File: src/rtl/loader_pkg.sv
// loader_pkg: shared definitions for the program loader.
//   - state encoding for the loader FSM
//   - default load-port address width and padding opcode
package loader_pkg;

    localparam int unsigned ADDR_W_DEF = 4;
    localparam logic [7:0]  HLT_OP_DEF = 8'h0F;

    typedef enum logic [2:0] {
        ST_IDLE  = 3'd0,
        ST_LOAD  = 3'd1,
        ST_FILL  = 3'd2,
        ST_DRAIN = 3'd3,
        ST_RUN   = 3'd4
    } state_e;

endpackage

File: src/rtl/program_loader.sv
// program_loader: fills the 4-bit computer's instruction/data memories from a
// host word stream, pads unused slots with HLT, then releases the CPU.
//
// Ports
//   clk, rst                      clock, synchronous active-high reset
//   host_valid/host_ready         word handshake (transfer when both high)
//   host_ins, host_data, host_last  instruction byte, data nibble, final-word mark
//   abort                         return to IDLE, reassert CPU reset
//   cpu_rst                       CPU reset / load mode (active-high)
//   ins_address, ins, d_in        CPU load port
//   busy                          high in LOAD, FILL, DRAIN
//   trunc                         sticky: every slot used without host_last
//   run_cycles                    saturating count of CPU run cycles
//
// state | meaning
// IDLE  | waiting for first word, CPU held in reset
// LOAD  | accepting host words, one slot per word
// FILL  | padding remaining slots with HLT, one per cycle
// DRAIN | one cycle so the CPU samples the final slot
// RUN   | CPU released, load port frozen, run_cycles counting
module program_loader
    import loader_pkg::*;
#(
    parameter int unsigned ADDR_W = ADDR_W_DEF,
    parameter logic [7:0]  HLT_OP = HLT_OP_DEF
) (
    input  logic              clk,
    input  logic              rst,
    input  logic              host_valid,
    output logic              host_ready,
    input  logic [7:0]        host_ins,
    input  logic [3:0]        host_data,
    input  logic              host_last,
    input  logic              abort,
    output logic              cpu_rst,
    output logic [ADDR_W-1:0] ins_address,
    output logic [7:0]        ins,
    output logic [3:0]        d_in,
    output logic              busy,
    output logic              trunc,
    output logic [7:0]        run_cycles
);

    localparam logic [ADDR_W-1:0] MAX_SLOT = '1;

    state_e            state_q, state_d;
    logic [ADDR_W-1:0] ptr_q, ptr_d;
    logic [ADDR_W-1:0] addr_q, addr_d;
    logic [7:0]        ins_q, ins_d;
    logic [3:0]        din_q, din_d;
    logic              trunc_q, trunc_d;
    logic [7:0]        run_q, run_d;
    logic              cpu_rst_q, cpu_rst_d;
    logic              ready_q, ready_d;
    logic              accept;

    assign accept = host_valid && ready_q && !abort;

    always_comb begin
        state_d   = state_q;
        ptr_d     = ptr_q;
        addr_d    = addr_q;
        ins_d     = ins_q;
        din_d     = din_q;
        trunc_d   = trunc_q;
        run_d     = run_q;
        // cpu_rst is registered from the current state, so it falls one
        // edge after RUN is entered; the extra cycle only re-samples the
        // already-loaded final slot.
        cpu_rst_d = (state_q != ST_RUN);

        case (state_q)
            ST_IDLE, ST_LOAD: begin
                if (accept) begin
                    addr_d = ptr_q;
                    ins_d  = host_ins;
                    din_d  = host_data;
                    if (ptr_q == MAX_SLOT) begin
                        // pointer never wraps: the top slot always ends loading
                        state_d = ST_DRAIN;
                        if (!host_last) begin
                            trunc_d = 1'b1;
                        end
                    end else begin
                        ptr_d   = ptr_q + ADDR_W'(1);
                        state_d = host_last ? ST_FILL : ST_LOAD;
                    end
                end
            end
            ST_FILL: begin
                addr_d = ptr_q;
                ins_d  = HLT_OP;
                din_d  = 4'd0;
                if (ptr_q == MAX_SLOT) begin
                    state_d = ST_DRAIN;
                end else begin
                    ptr_d = ptr_q + ADDR_W'(1);
                end
            end
            ST_DRAIN: begin
                state_d = ST_RUN;
            end
            ST_RUN: begin
                // count only cycles in which the CPU is actually out of reset
                if (!cpu_rst_q && (run_q != 8'hFF)) begin
                    run_d = run_q + 8'd1;
                end
            end
            default: begin
                state_d = ST_IDLE;
            end
        endcase

        if (abort) begin
            state_d   = ST_IDLE;
            ptr_d     = '0;
            addr_d    = '0;
            ins_d     = HLT_OP;
            din_d     = 4'd0;
            trunc_d   = 1'b0;
            run_d     = 8'd0;
            cpu_rst_d = 1'b1;
        end

        ready_d = (state_d == ST_IDLE) || (state_d == ST_LOAD);
    end

    always_ff @(posedge clk) begin
        if (rst) begin
            state_q   <= ST_IDLE;
            ptr_q     <= '0;
            addr_q    <= '0;
            ins_q     <= HLT_OP;
            din_q     <= 4'd0;
            trunc_q   <= 1'b0;
            run_q     <= 8'd0;
            cpu_rst_q <= 1'b1;
            ready_q   <= 1'b0;
        end else begin
            state_q   <= state_d;
            ptr_q     <= ptr_d;
            addr_q    <= addr_d;
            ins_q     <= ins_d;
            din_q     <= din_d;
            trunc_q   <= trunc_d;
            run_q     <= run_d;
            cpu_rst_q <= cpu_rst_d;
            ready_q   <= ready_d;
        end
    end

    assign host_ready  = ready_q;
    assign cpu_rst     = cpu_rst_q;
    assign ins_address = addr_q;
    assign ins         = ins_q;
    assign d_in        = din_q;
    assign trunc       = trunc_q;
    assign run_cycles  = run_q;
    assign busy        = (state_q == ST_LOAD) || (state_q == ST_FILL) ||
                         (state_q == ST_DRAIN);

endmodule

File: config.mk
export PLATFORM = sky130hd
export DESIGN_NAME = program_loader
export DESIGN_NICKNAME = d
export VERILOG_FILES = /design/src/rtl/loader_pkg.sv /design/src/rtl/program_loader.sv
export SDC_FILE = /design/constraint.sdc
export NUM_CORES = 1
export LEC_CHECK = 0
export BUFFER_PORTS_ARGS = -buffer_cell sky130_fd_sc_hd__buf_4
export CORE_MARGIN = 2
export CORE_UTILIZATION = 30
export DETAILED_ROUTE_END_ITERATION = 6
export HOLD_SLACK_MARGIN = 0.05
export PLACE_DENSITY = 0.62
export SETUP_SLACK_MARGIN = 0.1
export SLEW_MARGIN = 20
export SYNTH_ARGS = -nofsm -noshare
export SYNTH_HDL_FRONTEND = slang
export SYNTH_SLANG_ARGS = --single-unit
File: constraint.sdc
create_clock -name clk -period 3 [get_ports clk]
set_input_delay 0.15 -clock clk [delete_from_list [all_inputs] [get_ports clk]]
set_output_delay 0.15 -clock clk [all_outputs]
set_load 0.02 [all_outputs]
Word level (Yosys, flattened, before mapping)
Index checks and enable logic that the tools add are counted.

word-level totals
  register bits = 34
  input bits = 17
  output and inout port bits = 28
  logic and storage cells = 52

cells by class
  add/sub/neg operators = 2
  equality and inequality tests = 9
  multiplexer cells = 15
  bitwise gates (word level) = 1
  reduce and logical (&&, ||, !) cells = 16

operators with widths
  cell                                                 count
  one-hot mux 4 bit (2 select lines)                   3
  two-way mux 4 bit                                    4
  one-hot mux 8 bit (2 select lines)                   1
  one-hot mux 3 bit (4 select lines)                   1
  two-way mux 3 bit                                    3
  adder 8 x 1 -> 8 bit, second input constant          1
  two-way mux 8 bit                                    1
  inequality test 8 bit, second input constant         1
  equality test 3 x 1 -> 1 bit, second input constant  2
  equality test 3 x 2 -> 1 bit, second input constant  2
  zero test 3 bit                                      2
  adder 4 x 1 -> 4 bit, second input constant          1
  equality test 4 bit, second input constant           1
  two-way mux 2 bit                                    2
  AND reduction 2 bit                                  2
  AND reduction 4 bit                                  1
  OR reduction 2 bit                                   2
  equality test 3 bit, second input constant           1
  logical AND 1 bit                                    3
  logical OR 1 bit                                     3
  inequality test 3 bit, second input constant         1
  zero test 1 bit                                      2
  inequality test 2 bit, second input constant         1
  nonzero test 2 bit                                   1
  NOT 1 bit                                            1

Logic depth before layout (Yosys ltp)
Gate-level depths: netlist of the first run.

  depth after elaboration = 7
  mapped depth = 6

Worst setup path after synthesis of the first run
OpenSTA, ideal clock, no wires.

  kind = reg2reg
  start = register state_q[0]
  end = register run_q[4], in the netlist run_cycles[4]
  setup time = 59 ps
  data arrival time = 1438 ps
  data required time = 2941 ps
  slack = 1503 ps
  stages on the path, launching flop included = 6
  path buffers = 1
  period minus slack after synthesis = 1497 ps
  cells stage by stage = dfxtp_1 buf_6 nor4b_4 o21ai_2 or4_1 nand2_1

on the way
  word-level cells in the longest chain between the ends = 2

ends and longest elaborated chain
  element                               line                   source
  from (decl)                           program_loader.sv:46   state_e state_q, state_d;
  from (signal assigned)                program_loader.sv:140  state_q <= state_d;
  equality test 3 bit                   program_loader.sv:72   case (state_q)
  AND reduction 2 bit (no source line)  --
  to (signal assigned)                  program_loader.sv:146  run_q <= run_d;
  to (decl)                             program_loader.sv:52   logic [7:0] run_q, run_d;

Every way passes these cells.
A chain may end at the register's enable or synchronous reset.

Worst setup path after layout of the first run
  start = register state_q[2]
  end = register run_q[4], in the netlist run_cycles[4]

The elaborated chain is that of the path after synthesis.

==> out/qor.txt, run 1 <==
====================================================================================================
Status ................................................................................    completed
Global-route track usage on met2 ......................................................        18.4%
Portion of the post-synthesis area used by sequential elements ........................        47.0%
Share of final-layout standard cells stronger than drive strength 1 ...................        24.9%
Final non-filler cell total ...........................................................          271
Number of max-cap violations ..........................................................            0
Clock-pin slew reported for the worst setup and hold paths after clock tree synthesis .        70 ps
Number of remaining DRC errors ........................................................            0
Number of synthesized register bits ...................................................           34
Highest cell delay on the worst timing path ...........................................       550 ps
Cell count after placement ............................................................          263
DR iter-0 viols .......................................................................           43
Routed WL .............................................................................      3.20 mm
Prevailing post-synth register cell ................................................... sky130_fd_sc_hd__dfxtp_1
Vias/cell .............................................................................         4.86
Skew-Pair Late Insertion Delay ........................................................       280 ps
Hold WC Path Type .....................................................................       in2reg
Clock tree from TritonCTS .............................................................         done
Final setup TNS .......................................................................         0 ps
Synth warnings ........................................................................            0
DRT Pass-1 Iters ......................................................................            4
Static leakage ........................................................................     0.762 nW
Max-slew violations ...................................................................            0
Pre-CTS worst setup slack .............................................................      1280 ps
Core footprint ........................................................................     4690 um2
Area growth from synthesis to layout ..................................................        31.1%
Layout Nets ...........................................................................          236
Synth Instances .......................................................................          172
Fin Clk Skew ..........................................................................      5.62 ps
Number of buffers inserted by port buffering ..........................................           44
Weighted congestion reported at the end of routability-driven placement ...............        0.748
Total non-filler cell area in the finished layout .....................................     1900 um2
GR Util met3 ..........................................................................        4.53%
Max frequency .........................................................................      576 MHz
Detailed-route via count ..............................................................         1317
Top cell types by occurrence after synthesis .......................................... sky130_fd_sc_hd__dfxtp_1, sky130_fd_sc_hd__nand2_1, sky130_fd_sc_hd__nor2_1
Main area contributors after synthesis ................................................ sky130_fd_sc_hd__dfxtp_1, sky130_fd_sc_hd__nand2_1, sky130_fd_sc_hd__a21oi_1
Time the final worst path needs with I/O delays and setup .............................      1740 ps
Critical path's top delay family ...................................................... simple AND/OR/NAND/NOR gates
Post-cts sizing count .................................................................            0
Critical Path Fanout Max ..............................................................           14
Number of clock buffers inserted by TritonCTS .........................................            5
Average cell area after synthesis .....................................................     8.42 um2
Starting utilization of the core area .................................................        30.9%
Sum of buffers and inverters on the critical path .....................................            0
Share of flip-flops with an asynchronous set or reset after synthesis .................           0%
Worst Setup Start Kind ................................................................     register
Maximum count of clock buffers along a single path ....................................            2
Net count after synthesis .............................................................          191
Transition time at the pin with the least slew margin .................................       784 ps
Total standard cell area after synthesis ..............................................     1450 um2
Gr usage total ........................................................................        12.3%
Diode insertion count for antenna repair ..............................................            0
Post-detailed-route count of antenna-violating nets ...................................            0
Grt peak-use layer ....................................................................         met2
Post-detail-place hpwl ................................................................      2.29 mm
Top-area cell type share of the netlist area ..........................................        47.0%
Critical Setup Path Class .............................................................      reg2reg
Number of levels the H-tree was split into ............................................            2
Via count of the first global-routing pass ............................................         1154
Worst slew margin .....................................................................        47.5%
Global-route wire length before repair ................................................      5.07 mm
Placed cell area ......................................................................     1810 um2
Top cell type by total area after synthesis ........................................... sky130_fd_sc_hd__dfxtp_1
Final Hold Violating Endpoints ........................................................            0
Overflow after GRT ....................................................................            0
Die Y-Extent ..........................................................................      73.5 um
Global routing met1 resource utilization ..............................................        15.7%
Worst path slowest cell ............................................................... sky130_fd_sc_hd__dfxtp_1
Chain of cells forming the critical path .............................................. nor4b_4, o21ai_2, or4_1, nand2_1
Unrepaired setup endpoints after global routing .......................................           no
Antenna violations before repair ......................................................            0
Top-count cell post-synth ............................................................. sky130_fd_sc_hd__dfxtp_1
Rows ..................................................................................           25
Data arrival time at the worst-slack endpoint .........................................      1970 ps
Count of pins on the block boundary ...................................................           45
Number of unique standard cell types used by synthesis ................................           36
Final worst slack .....................................................................      1260 ps
Overall power of the completed layout .................................................       833 uW
Tcrit/Tclk final ......................................................................        57.9%
CTS root buf .......................................................................... sky130_fd_sc_hd__clkbuf_8
Die area ..............................................................................     5400 um2
Crit end category .....................................................................     register
Count of clock tree sinks .............................................................           34
Wire length per cell ..................................................................      11.8 um
Setup-violating endpoint count in the final report ....................................            0
Largest voltage drop on the vdd net ...................................................   0.000168 V
Required time of the critical path ....................................................      3230 ps
Number of flops mapped to enable cells by yosys .......................................            0
Horizontal extent of the die ..........................................................      73.5 um
Maximum number of pins on one net before global-route repair ..........................           17
Pwr dens ..............................................................................   439 nW/um2
====================================================================================================
-- per-stage QoR --
stage / util, % / hold slack (ps)
3_3_place_gp: 38.6 / 326
3_5_place_dp: 38.6 / 328
4_1_cts: 40.5 / 61.4
6_report: 40.5 / 73.8
5_1_grt: 40.5 / 76.2
2_1_floorplan: - / 222
-- path summary, 6_finish.rpt --
path | from | to | slack, ps | cells after the start
max | state_q[2] | run_cycles[4] | 1260 | 4
min | host_ins[0] | ins[0] | 70 | 3
max reg2reg | state_q[2] | run_cycles[4] | 1260 | 4
min reg2reg | d_in[0] | d_in[0] | 450 | 2
-- cell usage in the layout (no fill, tap or decap), types with 2 or more instances in the layout --
cell	instances
sky130_fd_sc_hd__a211oi_1	2
sky130_fd_sc_hd__a21oi_1	14
sky130_fd_sc_hd__and2_1	2
sky130_fd_sc_hd__and3_1	2
sky130_fd_sc_hd__buf_4	45
sky130_fd_sc_hd__clkbuf_1	2
sky130_fd_sc_hd__clkbuf_8	5
sky130_fd_sc_hd__dfxtp_1	34
sky130_fd_sc_hd__ha_1	2
sky130_fd_sc_hd__nand2_1	32
sky130_fd_sc_hd__nand2b_1	3
sky130_fd_sc_hd__nand3_1	13
sky130_fd_sc_hd__nand3b_1	2
sky130_fd_sc_hd__nand4_1	2
sky130_fd_sc_hd__nor2_1	18
sky130_fd_sc_hd__o211ai_1	4
sky130_fd_sc_hd__o21ai_0	4
sky130_fd_sc_hd__o21ai_1	6
sky130_fd_sc_hd__xor2_1	7
-- layout make-up --
cell class | instances | area [um2]
repair buffers | 46 | 348
inverters | 1 | 3.75
flip-flops and latches | 34 | 681
clock buffers | 7 | 76.3
well taps | 54 | 67.6
fillers | 510 | 2790
multi-input cells | 129 | 722
-- what timing repair did --
action | in CTS | in global routing
buffers inserted | 0 | 0
hold buffers | 1 | 0
endpoints found under the hold margin | 1 | 0
-- power breakdown --
part,switching (mW),internal (mW)
sequential,0.00395,0.456
combinational,0.0326,0.0279
clock,0.153,0.160
-- flip-flops by register name, indices dropped and copies added, names as in the netlist --
register / count
cpu_rst: 1
ptr_q: 4
d_in: 4
host_ready: 1
ins: 8
run_cycles: 8
ins_address: 4
state_q: 3
trunc: 1
-- cells by family (layout without fill, tap and decap cells) --
logic type | after synthesis | count (layout) | synth area share (%)
AO/OA/AOI/OAI | 34 | 34 | 13.7
XOR/XNOR | 7 | 7 | 4.24
adder cells (fa/ha/maj) | 2 | 2 | 1.73
buffers and inverters | 9 | 54 | 3.11
flip-flops | 34 | 34 | 47.0
multiplexers | 1 | 1 | 0.691
AND/OR/NAND/NOR | 85 | 85 | 29.6
-- per-layer routing --
metal	wire length [um]	up-vias
li1	-	685
met1	1570	589
met2	1340	37
met3	224	6
met4	60	0
met5	0	-
-- worst reg2reg max path: cells and delay by family (launching register included) --
family,cells,cell delay [ps]
AOI/OAI and AO/OA,1,150
and+or+nand+nor,3,980
DFF,1,550
(Power assumes the default switching activity.)
==> run 2: changes to the inputs <==
- clock period: 3 -> 1.8 ns (I/O delays scaled with it)
==> run 2 against run 1 <==
Global-route usage is 1.3 points higher. First-iteration DRC count is 9.3% lower. Combinational power is 110% higher. Sequential share of layout area is 2.9 points lower. Fmax is 9.7% higher. Hold slack worse by 12 ps. Sequential cell count stayed put. Critical path depth stayed put.
==> out/qor.txt, run 2 (same netlist as run 1, synthesis figures left out) <==
====================================================================================================
Die area ..............................................................................     5400 um2
Final worst slack .....................................................................       217 ps
Starting utilization of the core area .................................................        30.9%
Number of levels the H-tree was split into ............................................            2
DRT Pass-1 Iters ......................................................................            4
Setup Buffers After CTS ...............................................................            0
Number of clock buffers inserted by TritonCTS .........................................            5
FF-to-FF path depth ...................................................................            4
Time the final worst path needs with I/O delays and setup .............................      1580 ps
Vias/cell .............................................................................         4.76
Commonest non-fill, non-tap cells in the layout ....................................... sky130_fd_sc_hd__buf_4, sky130_fd_sc_hd__dfxtp_1, sky130_fd_sc_hd__nand2_1
Pre-CTS worst setup slack .............................................................       169 ps
Status ................................................................................    completed
Final non-filler cell total ...........................................................          288
Area growth from synthesis to layout ..................................................        42.8%
Most common cell after layout, fill and taps aside .................................... sky130_fd_sc_hd__buf_4
Antenna violations before repair ......................................................            0
Routed WL .............................................................................      3.50 mm
Tcrit/Tclk final ......................................................................        87.9%
Rows ..................................................................................           25
Crit end category .....................................................................     register
Transition time at the pin with the least slew margin .................................       493 ps
Hold path depth .......................................................................            3
Worst hold slack across all endpoints .................................................      61.9 ps
Worst Setup Start Kind ................................................................     register
Critical Path Fanout Max ..............................................................            9
Gr usage total ........................................................................        13.6%
Setup-violating endpoint count in the final report ....................................            0
Clock tree from TritonCTS .............................................................         done
Pwr dens ..............................................................................   718 nW/um2
Wire length per cell ..................................................................      12.2 um
Number of buffers inserted by port buffering ..........................................           44
Post-detail-place hpwl ................................................................      2.46 mm
Fin Clk Skew ..........................................................................      8.09 ps
Worst slew margin .....................................................................        67.1%
Core footprint ........................................................................     4690 um2
Maximum count of clock buffers along a single path ....................................            2
Overflow after GRT ....................................................................            0
Layout Nets ...........................................................................          252
Count of pins on the block boundary ...................................................           45
Maximum number of pins on one net before global-route repair ..........................           14
Number of max-cap violations ..........................................................            0
Number of remaining DRC errors ........................................................            0
Final Hold Violating Endpoints ........................................................            0
Clock-pin slew reported for the worst setup and hold paths after clock tree synthesis .        70 ps
Max frequency .........................................................................      632 MHz
Required time of the critical path ....................................................      2030 ps
Max-slew violations ...................................................................            0
Cell count after placement ............................................................          268
Diode insertion count for antenna repair ..............................................            0
Count of clock tree sinks .............................................................           34
Detailed-route via count ..............................................................         1372
Critical Setup Path Class .............................................................      reg2reg
Data arrival time at the worst-slack endpoint .........................................      1810 ps
Hold WC Path Type .....................................................................       in2reg
CTS root buf .......................................................................... sky130_fd_sc_hd__clkbuf_8
Global-route wire length before repair ................................................      5.61 mm
Weighted congestion reported at the end of routability-driven placement ...............        0.773
DR iter-0 viols .......................................................................           39
Post-detailed-route count of antenna-violating nets ...................................            0
Share of final-layout standard cells stronger than drive strength 1 ...................        26.9%
Unrepaired setup endpoints after global routing .......................................           no
Static leakage ........................................................................     0.841 nW
Skew-Pair Late Insertion Delay ........................................................       290 ps
Largest voltage drop on the vdd net ...................................................   0.000304 V
Die Y-Extent ..........................................................................      73.5 um
Via count of the first global-routing pass ............................................         1266
Horizontal extent of the die ..........................................................      73.5 um
Final setup TNS .......................................................................         0 ps
====================================================================================================
[run 2: where the power goes]
part           leakage, nW  total [mW]  switching [mW]  internal, mW
sequential           0.275       0.766         0.00679         0.759
combinational        0.519       0.127          0.0603        0.0663
clock               0.0472       0.591           0.283         0.307
[run 2: worst paths after layout]
check / end / start / slack, ps
setup / recovery: run_cycles[4] / state_q[2] / 220
hold / removal: host_ready / abort / 60
setup reg to reg: run_cycles[4] / state_q[2] / 220
hold reg to reg: ins_address[3] / ins_address[3] / 460
[run 2: critical path: stages (launching register included)]
cell and delay (ps):
sky130_fd_sc_hd__dfxtp_1 510, sky130_fd_sc_hd__nor4b_4 330, sky130_fd_sc_hd__o21ai_2 140, sky130_fd_sc_hd__or4_1 480, sky130_fd_sc_hd__nand2_1 70
[run 2: area by class of cell]
cell class                 instances  area [um2]
clock buffer                       6        82.6
clock inverter                     2        12.5
fill                             469        2630
inverter                           1        3.75
multi-input combinational        129         724
sequential                        34         681
tap                               54        67.6
timing repair buffer              62         495
[run 2: timing repair]
action                     CTS  global route
setup endpoints to repair    0            13
hold buffers                12             0
hold endpoints to repair    12             0
gates resized for setup      0             1
[run 2: through the flow]
stage	util (%)	area (um2)	power [mW]
floorplan	-	1450	0.833
global placement	39.4	1850	0.890
detailed placement	39.4	1850	0.890
CTS	44.0	2060	1.51
global route	44.1	2070	1.55
finish	44.1	2070	1.48
[run 2: routing by layer]
layer	global-route usage [%]	share of wire, %	vias to the layer above
met4	6.67	1.9	0
met5	0	0	-
met2	21.5	46	39
li1	-	-	723
met3	4.25	5.8	5
met1	16.7	47	605
==> run 3: changes to the inputs <==
- PLACE_DENSITY: 0.62 -> 0.63
- clock period: 1.8 -> 1.4 ns (I/O delays scaled with it)
==> run 3 against run 2 <==
Via count grew 9.3%. Register-to-register slack lost 130 ps. Global-route usage grew 0.80 points. Sequential power grew 27%. Fmax grew 20%. Wire length grew 10%. Die area is the same. Power grew 36%. Setup slack lost 130 ps. Utilization grew 8.2 points. Critical path depth is the same. Critical path type unchanged. Critical endpoint unchanged. Largest power group unchanged.
==> out/qor.txt, run 3 (same netlist as run 1, synthesis figures left out) <==
====================================================================================================
Worst slew margin .....................................................................        82.3%
Count of clock tree sinks .............................................................           34
Global-route track usage on met2 ......................................................        24.3%
Grt peak-use layer ....................................................................         met2
Area growth from synthesis to layout ..................................................        69.5%
Critical Setup Path Class .............................................................      reg2reg
Max-slew violations ...................................................................            0
DR iter-0 viols .......................................................................           19
Weighted congestion reported at the end of routability-driven placement ...............        0.741
Final non-filler cell total ...........................................................          312
Number of remaining DRC errors ........................................................            0
Max frequency .........................................................................      759 MHz
Fin Clk Skew ..........................................................................      6.25 ps
Fill cell total of the finished layout ................................................          446
Setup-violating endpoint count in the final report ....................................            0
Status ................................................................................    completed
Required time of the critical path ....................................................      1630 ps
Time the final worst path needs with I/O delays and setup .............................      1320 ps
GR Util met3 ..........................................................................        5.35%
Hold path depth .......................................................................            4
Maximum number of pins on one net before global-route repair ..........................           15
Pwr dens ..............................................................................   823 nW/um2
Unrepaired setup endpoints after global routing .......................................          yes
CTS root buf .......................................................................... sky130_fd_sc_hd__clkbuf_8
Number of buffers inserted by port buffering ..........................................           44
Global routing met1 resource utilization ..............................................        17.0%
Global-route wire length before repair ................................................      6.06 mm
Reg area ..............................................................................      703 um2
Clock tree from TritonCTS .............................................................         done
Crit end category .....................................................................     register
Data arrival time at the worst-slack endpoint .........................................      1550 ps
Core footprint ........................................................................     4690 um2
Antenna violations before repair ......................................................            0
Count of pins on the block boundary ...................................................           45
Die Y-Extent ..........................................................................      73.5 um
Share of final-layout standard cells stronger than drive strength 1 ...................        44.6%
Cell count after placement ............................................................          284
Diode insertion count for antenna repair ..............................................            0
Clock-pin slew reported for the worst setup and hold paths after clock tree synthesis .        70 ps
Vias/cell .............................................................................         4.81
Wire length per cell ..................................................................      12.4 um
Post-detail-place hpwl ................................................................      2.60 mm
Most common cell after layout, fill and taps aside .................................... sky130_fd_sc_hd__buf_4
Critical Path Fanout Max ..............................................................            6
Number of clock buffers inserted by TritonCTS .........................................            5
Area used by multi-input combinational logic ..........................................      872 um2
Horizontal extent of the die ..........................................................      73.5 um
Worst Setup Start Kind ................................................................     register
Starting utilization of the core area .................................................        30.9%
Hold WC Path Type .....................................................................       in2reg
Largest voltage drop on the vdd net ...................................................   0.000295 V
Post-detailed-route count of antenna-violating nets ...................................            0
Routed WL .............................................................................      3.86 mm
Rows ..................................................................................           25
Final Hold Violating Endpoints ........................................................            0
Via count of the first global-routing pass ............................................         1378
Transition time at the pin with the least slew margin .................................       264 ps
Commonest non-fill, non-tap cells in the layout ....................................... sky130_fd_sc_hd__buf_4, sky130_fd_sc_hd__nand2_1, sky130_fd_sc_hd__dfxtp_1
Static leakage ........................................................................     0.986 nW
Number of max-cap violations ..........................................................            0
Detailed-route via count ..............................................................         1500
Gr usage total ........................................................................        14.4%
Overflow after GRT ....................................................................            0
Tcrit/Tclk final ......................................................................        94.1%
Utilization of the core after routing .................................................        52.3%
Maximum count of clock buffers along a single path ....................................            2
Layout Nets ...........................................................................          276
Skew-Pair Late Insertion Delay ........................................................       290 ps
FF-to-FF path depth ...................................................................            4
DRT Pass-1 Iters ......................................................................            4
Die area ..............................................................................     5400 um2
Number of levels the H-tree was split into ............................................            2
====================================================================================================
-- run 3: changes by cell type in the layout (fill, tap and decap cells not counted), moves of 3 or more --
cell	change
sky130_fd_sc_hd__nand3_1	-5
sky130_fd_sc_hd__buf_4	+16
sky130_fd_sc_hd__dfxtp_4	+4
sky130_fd_sc_hd__a21oi_1	-3
sky130_fd_sc_hd__dfxtp_1	-10
sky130_fd_sc_hd__buf_6	+5
sky130_fd_sc_hd__dfxtp_2	+6
sky130_fd_sc_hd__o21ai_0	-3
sky130_fd_sc_hd__a21oi_2	+3
sky130_fd_sc_hd__o21ai_2	+3
sky130_fd_sc_hd__nand3_2	+3
-- run 3: worst paths after layout --
check / startpoint / to / slack [ps]
worst max-delay path: state_q[1] / run_cycles[4] / 80
worst min-delay path: host_last / trunc / 150
worst max register to register: state_q[1] / run_cycles[4] / 80
worst min register to register: d_in[2] / d_in[2] / 450
-- run 3: metal layers --
layer / up-vias / wire length (um)
li1: 772 / -
met1: 686 / 1700
met2: 33 / 1880
met3: 9 / 219
met4: 0 / 57
met5: - / 0
-- run 3: power by group --
part           internal (mW)  switching (mW)
Sequential             0.970         0.00677
Clock                  0.496           0.338
Combinational          0.113          0.0954
Total                   1.58           0.440
-- run 3: timing repair --
action,CTS,global route
resized for setup,16,26
buffers inserted,3,2
hold endpoints to repair,13,0
hold buffers,14,0
gates cloned,0,1
endpoints found under the setup margin,20,31
pin swaps,12,9
-- run 3: cell type report --
| cell class | instances | area share (%) |
|---|---|---|
| flip-flops and latches | 34 | 28.7 |
| inverters | 1 | 0.153 |
| repair buffers | 86 | 28.4 |
| well taps | 54 | 2.75 |
| multi-input cells | 129 | 35.5 |
| clock buffers | 8 | 4.49 |
-- run 3: metrics by stage --
step / total power [mW] / worst slack [ps] / hold WS (ps) / cell area (um2) / TNS, ps
final: 2.02 / 82.0 / 155 / 2450 / 0
after floorplan: 1.07 / -36.5 / 142 / 1470 / -43.5
after global placement: 1.15 / 32.2 / 248 / 1990 / 0
after global routing: 2.10 / 0.199 / 165 / 2450 / 0
after detailed placement: 1.15 / -7.85 / 250 / 1990 / -7.85
after CTS: 2.03 / 81.4 / 147 / 2330 / 0
-- run 3: critical path: stages, from the launching register on --
cell	delay (ps)
sky130_fd_sc_hd__dfxtp_4	370
sky130_fd_sc_hd__nor4b_4	310
sky130_fd_sc_hd__o21ai_2	110
sky130_fd_sc_hd__or4_1	400
sky130_fd_sc_hd__nand2_1	80
